`config.mk`:
```
export PLATFORM = sky130hd
export DESIGN_NAME = row_matrix_stream_pu
export DESIGN_NICKNAME = d
export VERILOG_FILES = /design/src/rtl/row_matrix_stream_pu.sv
export SDC_FILE = /design/constraint.sdc
export NUM_CORES = 2
export LEC_CHECK = 0
export BUFFER_PORTS_ARGS = -buffer_cell sky130_fd_sc_hd__buf_2
export CAP_MARGIN = 25
export CORE_MARGIN = 3
export CORE_UTILIZATION = 57
export CTS_CLUSTER_SIZE = 20
export DETAILED_ROUTE_END_ITERATION = 6
export PLACE_DENSITY = 0.76
export SLEW_MARGIN = 20
export SYNTH_ARGS = -nofsm -noshare
export SYNTH_HDL_FRONTEND = slang
export SYNTH_SLANG_ARGS = --single-unit
```
`constraint.sdc`:
```
create_clock -name CLK -period 5.08 [get_ports CLK]
set_clock_uncertainty 0.2 [all_clocks]
set_input_delay 0 -clock CLK [delete_from_list [all_inputs] [get_ports CLK]]
set_output_delay 0 -clock CLK [all_outputs]
set_load 0.05 [all_outputs]
```
`src/rtl/row_matrix_stream_pu.sv`:
```
// Streaming row-by-matrix MAC: each accepted element is multiplied by a weight row
// across WEIGHT_COL lanes, accumulated over the job, then clamped and presented.
module row_matrix_stream_pu #(
    parameter int OP1_WIDTH    = 8,
    parameter int WEIGHT_WIDTH = 8,
    parameter int WEIGHT_COL   = 4,
    parameter int ACC_WIDTH    = 24,
    parameter int OUT_WIDTH    = 16,
    parameter int DEPTH        = 64,
    parameter int MAX_ROWS     = 16
) (
    input  logic                               CLK,
    input  logic                               n_rst,
    input  logic                               start,
    input  logic [$clog2(DEPTH)-1:0]           base_addr,
    input  logic [$clog2(MAX_ROWS)-1:0]        row_cnt,
    input  logic                               op1_valid,
    input  logic [OP1_WIDTH-1:0]               op1_data,
    output logic                               op1_ready,
    input  logic                               wt_we,
    input  logic [$clog2(DEPTH)-1:0]           wt_waddr,
    input  logic [WEIGHT_COL*WEIGHT_WIDTH-1:0] wt_wdata,
    output logic                               out_valid,
    input  logic                               out_ready,
    output logic [WEIGHT_COL*OUT_WIDTH-1:0]    out_data,
    output logic [WEIGHT_COL-1:0]              sat_flag,
    output logic                               busy
);
    localparam int AW = $clog2(DEPTH);
    localparam int RW = $clog2(MAX_ROWS);
    localparam int PW = OP1_WIDTH + WEIGHT_WIDTH;
    localparam logic signed [ACC_WIDTH-1:0] SAT_MAX =
        {{(ACC_WIDTH-OUT_WIDTH+1){1'b0}}, {(OUT_WIDTH-1){1'b1}}};
    localparam logic signed [ACC_WIDTH-1:0] SAT_MIN = ~SAT_MAX;

    typedef enum logic [1:0] {IDLE, LOAD, DRAIN, OUT} state_t;
    state_t state, state_nxt;

    logic [WEIGHT_COL*WEIGHT_WIDTH-1:0] wmem [DEPTH];
    logic [WEIGHT_COL*WEIGHT_WIDTH-1:0] rd_row;
    logic [AW-1:0]                      ptr;
    logic [RW-1:0]                      cnt, row_cnt_r;
    logic signed [OP1_WIDTH-1:0]        op1_r;
    logic                               v1, v2;
    logic signed [PW-1:0]               prod [WEIGHT_COL];
    logic signed [ACC_WIDTH-1:0]        acc  [WEIGHT_COL];
    logic signed [WEIGHT_WIDTH-1:0]     wlane [WEIGHT_COL];
    logic [OUT_WIDTH-1:0]               clamp [WEIGHT_COL];
    logic [WEIGHT_COL-1:0]              clamp_hit;
    logic                               accept, last, drained;

    assign accept    = (state == LOAD) && op1_valid;
    assign last      = accept && (cnt == row_cnt_r);
    assign drained   = !v1 && !v2;
    assign op1_ready = (state == LOAD);
    assign out_valid = (state == OUT);
    assign busy      = (state != IDLE);

    // Weight store has no reset so contents survive n_rst
    always_ff @(posedge CLK) begin
        if (wt_we)
            wmem[wt_waddr] <= wt_wdata;
    end

    always_ff @(posedge CLK) begin
        if (n_rst)
            state <= IDLE;
        else
            state <= state_nxt;
    end

    always_comb begin
        state_nxt = state;
        case (state)
            IDLE:    if (start)     state_nxt = LOAD;
            LOAD:    if (last)      state_nxt = DRAIN;
            DRAIN:   if (drained)   state_nxt = OUT;
            OUT:     if (out_ready) state_nxt = IDLE;
            default:                state_nxt = IDLE;
        endcase
    end

    always_comb begin
        for (int unsigned j = 0; j < WEIGHT_COL; j++) begin
            wlane[j]     = rd_row[j*WEIGHT_WIDTH +: WEIGHT_WIDTH];
            clamp[j]     = acc[j][OUT_WIDTH-1:0];
            clamp_hit[j] = 1'b0;
            if (acc[j] > SAT_MAX) begin
                clamp[j]     = SAT_MAX[OUT_WIDTH-1:0];
                clamp_hit[j] = 1'b1;
            end else if (acc[j] < SAT_MIN) begin
                clamp[j]     = SAT_MIN[OUT_WIDTH-1:0];
                clamp_hit[j] = 1'b1;
            end
        end
    end

    // Read, multiply and accumulate each sit one edge apart, tagged by v1/v2
    always_ff @(posedge CLK) begin
        if (n_rst) begin
            ptr       <= '0;
            cnt       <= '0;
            row_cnt_r <= '0;
            op1_r     <= '0;
            rd_row    <= '0;
            v1        <= 1'b0;
            v2        <= 1'b0;
            out_data  <= '0;
            sat_flag  <= '0;
            for (int unsigned j = 0; j < WEIGHT_COL; j++) begin
                prod[j] <= '0;
                acc[j]  <= '0;
            end
        end else begin
            v1 <= accept;
            v2 <= v1;
            if (state == IDLE && start) begin
                row_cnt_r <= row_cnt;
                ptr       <= base_addr;
                cnt       <= '0;
                for (int unsigned j = 0; j < WEIGHT_COL; j++)
                    acc[j] <= '0;
            end
            if (accept) begin
                op1_r  <= op1_data;
                rd_row <= wmem[ptr];
                ptr    <= (ptr == AW'(DEPTH-1)) ? '0 : ptr + 1'b1;
                cnt    <= cnt + 1'b1;
            end
            for (int unsigned j = 0; j < WEIGHT_COL; j++) begin
                if (v1)
                    prod[j] <= PW'(op1_r) * PW'(wlane[j]);
                if (v2)
                    acc[j] <= acc[j] + ACC_WIDTH'(prod[j]);
            end
            if (state == DRAIN && drained) begin
                for (int unsigned j = 0; j < WEIGHT_COL; j++)
                    out_data[j*OUT_WIDTH +: OUT_WIDTH] <= clamp[j];
                sat_flag <= clamp_hit;
            end
        end
    end
endmodule

```
* After elaboration in Yosys (flattened, before gate mapping)
Memory sizes are Yosys's and may differ from the RTL's. A register that Yosys moved wholly into a read port is not among the register bits. Index checks and enable logic that the tools add are counted.
Storage, ports and cells: RAM bits 2208, output and inout bits 71, memories 3, logic and storage cells 113, input bits 62, bits in registers 94
Memory list:
- wmem | words 64, bits a word 32, rd ports 1, clocked after memory_dff 1, write ports 1, RTL line 39 | logic [WEIGHT_COL*WEIGHT_WIDTH-1:0] wmem [DEPTH];
- acc | words 4, bits a word 24, rd ports 4, clocked after memory_dff 0, write ports 4, RTL line 46 | logic signed [ACC_WIDTH-1:0] acc [WEIGHT_COL];
- prod | words 4, bits a word 16, rd ports 4, clocked after memory_dff 0, write ports 4, RTL line 45 | logic signed [PW-1:0] prod [WEIGHT_COL];
Operators by class: magnitude comparators 8, bitwise operators 12, reduce and logical (&&, ||, !) cells 11, $mul 4, equal/unequal tests 9, $add $sub $neg 6, mux-type cells 51
Operators with widths (count):
- 16-bit 2-to-1 mux | 12
- 24-bit 2-to-1 mux | 8
- 24-bit by 16-bit adder with 24-bit output | 4
- 24-bit by 16-bit > comparator with 1-bit output (second input constant) | 4
- 24-bit by 16-bit less-than comparator with 1-bit output (second input constant) | 4
- 8-bit by 8-bit multiplier with 16-bit output | 4
- 1-bit 2-to-1 mux | 21
- 6-bit 2-to-1 mux | 3
- 1-bit bitwise OR | 12
- 2-bit 2-to-1 mux | 4
- 4-bit 2-to-1 mux | 2
- 2-bit one-hot mux with 4 select lines | 1
- 6-bit by 1-bit adder with 6-bit output (second input constant) | 1
- 6-bit == test (second input constant) | 1
- 1-bit logical AND | 5
- 4-bit by 1-bit adder with 4-bit output (second input constant) | 1
- 2-bit == test (second input constant) | 2
- 4-bit == test | 1
- 2-bit by 1-bit inequality test with 1-bit output (second input constant) | 2
- 2-bit inequality test (second input constant) | 2
- 4-bit AND reduction | 1
- 2-bit nonzero test | 2
- 2-bit by 1-bit == test with 1-bit output (second input constant) | 1
- 1-bit zero test | 2
- 2-bit zero test | 1

* Logic depth before layout (Yosys ltp)
depth after elaboration 7, gate-level depth with buffers 19

* Worst setup path after synthesis
No wires, ideal clock.
path type register to register, start reg op1_r[3], end mem prod[3][15] in the netlist's numbering (data pin), library setup time 0.266 ns, stages on the path, launching flop included 16, required time 4.614 ns, clock period less this slack 4.773 ns, slack 0.307 ns, path buffers 1, data arrival time 4.307 ns, cell sequence dfxtp_1 > clkbuf_1 > nand2_1 > fa_1 > fa_1 > fa_1 > fa_1 > inv_1 > ha_1 > a21o_1 > a2111oi_0 > nor2_1 > o41ai_1 > o21ai_1 > xnor2_1 > nor2_1
RTL lines:
- start: declaration | RTL line 43 | logic signed [OP1_WIDTH-1:0] op1_r;
- start signal: assignment | RTL line 125 | op1_r <= op1_data;
- end: declaration | RTL line 45

==> impl_results.md <==
- Setup Crit Path Kind: reg2reg
- Die area: 185100 um^2
- Max Used Layer: met5
- Final routed DRC violation total: 0
- Hold Path Class: in2reg
- Most frequent cells in the layout: edfxtp_1 (2184), mux4_2 (672), inv_1 (343), nand2_1 (299), fa_1 (224)
- Sequential area share after synthesis: 66.86%
- H-tree level count: 4
- CTS Sinks: 2334
- Final hold vios: 0
- Gr ovfl total: 0
- Worst-path clk slew: 0.06 ns
- Met2 routed WL: 126.4 mm
- HPWL Detailed: 142.6 mm
- # setup viols final: 0
- Initial DRC count: 6744
- Synth warn: 0
- Distinct cells, synth: 71
- R2r startpoint: op1_r[4]
- Cell taking the most area after synthesis: edfxtp_1
- Pins over their slew limit: 0
- I/O Buffers: 132
- WL final: 253.1 mm
- CP peak stage delay: 0.52 ns
- Reg2Reg Setup Slack: 0.22 ns
- Switching share of power: 27.49%
- Startpoint of the worst hold path: wt_wdata[28]
- Max clock buf depth: 3
- Core area: 178600 um^2
- CP arrival: 5.19 ns
- Cell family with most CP delay: adder cells
- CTS tree: done
- Largest net degree at the start of global routing: 112
- Pwr Total: 0.04814 W
- Max_cap viols: 0
- Synth Area per Inst: 17.97 um^2
- Via count: 55738
- Pre-CTS WS: 0.03047 ns
- Vias in the first global route: 56677
- Vias/cell: 6.454
- Share of the synthesized area in the top cell type: 63.93%
- Mapped Area: 102600 um^2
- CP Max Fanout: 12
- TritonCTS Buffers: 220
- Setup bufs post-CTS: 0
- Combinational power share: 20.2%
- Post-layout min period: 4.859 ns
- Final worst-path cycle share: 95.65%
- Final worst slack: 0.2210 ns
- Row count: 155
- Chip height: 430.2 um
- Asr flop ratio synth: 0%
- Initial antenna violation count: 17
- Worst Hold End: wmem[25][28]
- Initial Util: 57.44%
- Crit path buf inv count: 6
- Worst slew margin: 24.97%
- Drt wl/cell: 29.31 um
- Detailed Routing Iterations Pass 1: 5
- Max Freq: 0.2058 GHz
- R2R Path End: prod[2][13]
- Internal power: 0.03490 W
- Clock group share of total power: 34.0%
- Metal-1 WL: 95.45 mm
- Cell at the slowest stage of the critical path: fa_1
- Syn Nets: 6209
- Seq cells post-synth: 2334
- Element type at the critical path end: flop
- Clock Latency Late Sink: 0.88 ns
- Area growth, synth to finish: 13.03%
- Critical path startpoint category: flop
- Reg power frac: 45.8%
- Die width: 430.2 um
- Cells after synthesis: 5708
- Critical path depth: 19
- Worst vdd ir: 0.4140 mV
- Critical Path RT: 5.42 ns
- Worst R2R Path Depth: 19
- CP Cell Sequence: buf_4, and2_1, ha_1, inv_1, fa_1, inv_1, ha_1, inv_1, fa_1, inv_1, ha_1, a21o_1, a21o_1, a2111oi_1, nor2_1, o41ai_2, buf_4, xor2_1, nor2_1
- WHS Path Cells: 2
- Most common cell after layout, fill and taps aside: edfxtp_1
- First-pass GRT wire length: 377.3 mm
- Psw: 0.01323 W
- Gpl congestion: 0.8551
- Outcome: complete, no violations
- Main synth FF type: edfxtp_1
- Area contributors post-synth: edfxtp_1 (64%), mux4_2 (15%), fa_1 (4.4%)
- Pwr/cell area: 415.1 nW/um^2
- Final Net Count: 6589
- Met3 WL: 22.45 mm
- Total GRT Usage: 27.73%
- Leak Pwr: 38.89 nW
- CTS root buf: clkbuf_16
- # fillers: 11524
- Number of synthesized flops with an enable pin: 2184
- Layout cell share with drive strength beyond 1: 22.27%
- Most used cell, CP: inv_1
- # IOs: 133
- Detail Route Antenna Nets: 0
- Worst Tran Pin Value: 1.123 ns
-- final cells by class --
type                    count  area [um^2]  share of cell area, %
multi-input cells        2753        32110                  27.69
repair buffers            430         3807                  3.283
flip-flops and latches   2334        68620                  59.17
well taps                2355         2947                  2.541
inverters                 349         1311                  1.131
clock inverters           132         1319                  1.137
clock buffers             279         5843                  5.039
diodes                      4        10.01               0.008632
-- sequential cells by signal (all words and copies together) (netlist names), 2 cells and up --
signal	flops
acc	96
rd_row	32
row_cnt_r	4
state	2
wmem	2048
prod	64
op1_r	8
ptr	6
cnt	4
sat_flag	4
out_data	64
-- cells in the mapped netlist (6+ instances only) --
| cell | n |
|---|---|
| a211oi_1 | 14 |
| a21boi_1 | 8 |
| a21o_1 | 57 |
| a21oi_1 | 197 |
| a31oi_1 | 16 |
| and2_1 | 193 |
| and3_1 | 18 |
| and4_1 | 6 |
| buf_1 | 41 |
| buf_2 | 35 |
| buf_4 | 16 |
| clkbuf_1 | 179 |
| dfxtp_1 | 150 |
| edfxtp_1 | 2184 |
| fa_1 | 224 |
| ha_1 | 215 |
| inv_1 | 343 |
| mux2i_1 | 11 |
| mux4_2 | 672 |
| nand2_1 | 301 |
| nand2b_1 | 29 |
| nand3_1 | 30 |
| nand4_1 | 21 |
| nor2_1 | 238 |
| nor2b_1 | 37 |
| nor3_1 | 64 |
| nor3b_1 | 16 |
| nor4_1 | 10 |
| o2111ai_1 | 7 |
| o211ai_1 | 64 |
| o21a_1 | 19 |
| o21ai_0 | 35 |
| o21ai_1 | 42 |
| o21bai_1 | 13 |
| or3_1 | 7 |
| xnor2_1 | 67 |
| xor2_1 | 50 |
-- per-layer routing --
layer  global-route usage [%]  up-vias
met4                    9.128       12
met2                    45.86     3154
met3                    5.034      573
met1                    37.85    28997
li1                         -    23002
met5                        0        -
-- power by group through the flow --
stage	sequential, W	clock, W	combinational, W
2_1_floorplan	0.0225	0	0.00634
3_3_place_gp	0.0224	0	0.00918
3_5_place_dp	0.0225	0	0.00937
4_1_cts	0.0221	0.0165	0.00969
5_1_grt	0.0221	0.0172	0.0104
6_report	0.0221	0.0164	0.00971
-- timing repair --
action	CTS	global route
endpoints found under the hold margin	2454	63
resized for setup	0	20
hold buffers	122	4
endpoints found under the setup margin	0	15
-- worst max path at each step --
stage / from / to / slack [ns]
6_report: op1_r[4] / prod[2][13] / 0.22
5_1_grt: op1_r[4] / prod[2][13] / -0.04
4_1_cts: op1_r[6] / prod[2][13] / 0.02
3_5_place_dp: op1_r[3] / prod[3][14] / 0.03
3_3_place_gp: op1_r[6] / prod[2][13] / 0.07
2_1_floorplan: op1_r[3] / prod[3][15] / 0.31
-- cell families after synthesis --
family,after synthesis,share of synthesized area [%]
mux,689,14.93
flops,2334,66.86
compound gates,525,3.227
simple gates,983,4.618
fa+ha+maj,439,6.993
xor+xnor,117,0.9989
buf+inv,621,2.382
-- metrics by stage --
step                hold WS (ns)  instance area, um^2  cells  util, %  setup TNS [ns]
finish                   0.02921               116000   8636    64.92               0
global route             0.03344               115900   8632    64.92        -0.06055
CTS                      0.04371               115600   8617    64.72               0
detailed placement       0.07526               107200   8084    60.03               0
global placement         0.08822               107000   8075    59.91               0
floorplan                -0.1011               102600   5708        -               0
-- worst register-to-register path: cells and delay by family, from the launching register on --
kind	cells	cell delay, ns
compound gates	4	1.17
xor+xnor	1	0.13
fa+ha+maj	5	1.82
buf+inv	6	0.54
flops	1	0.35
simple gates	3	0.37
No activity file was read; power rests on OpenSTA's default activity.
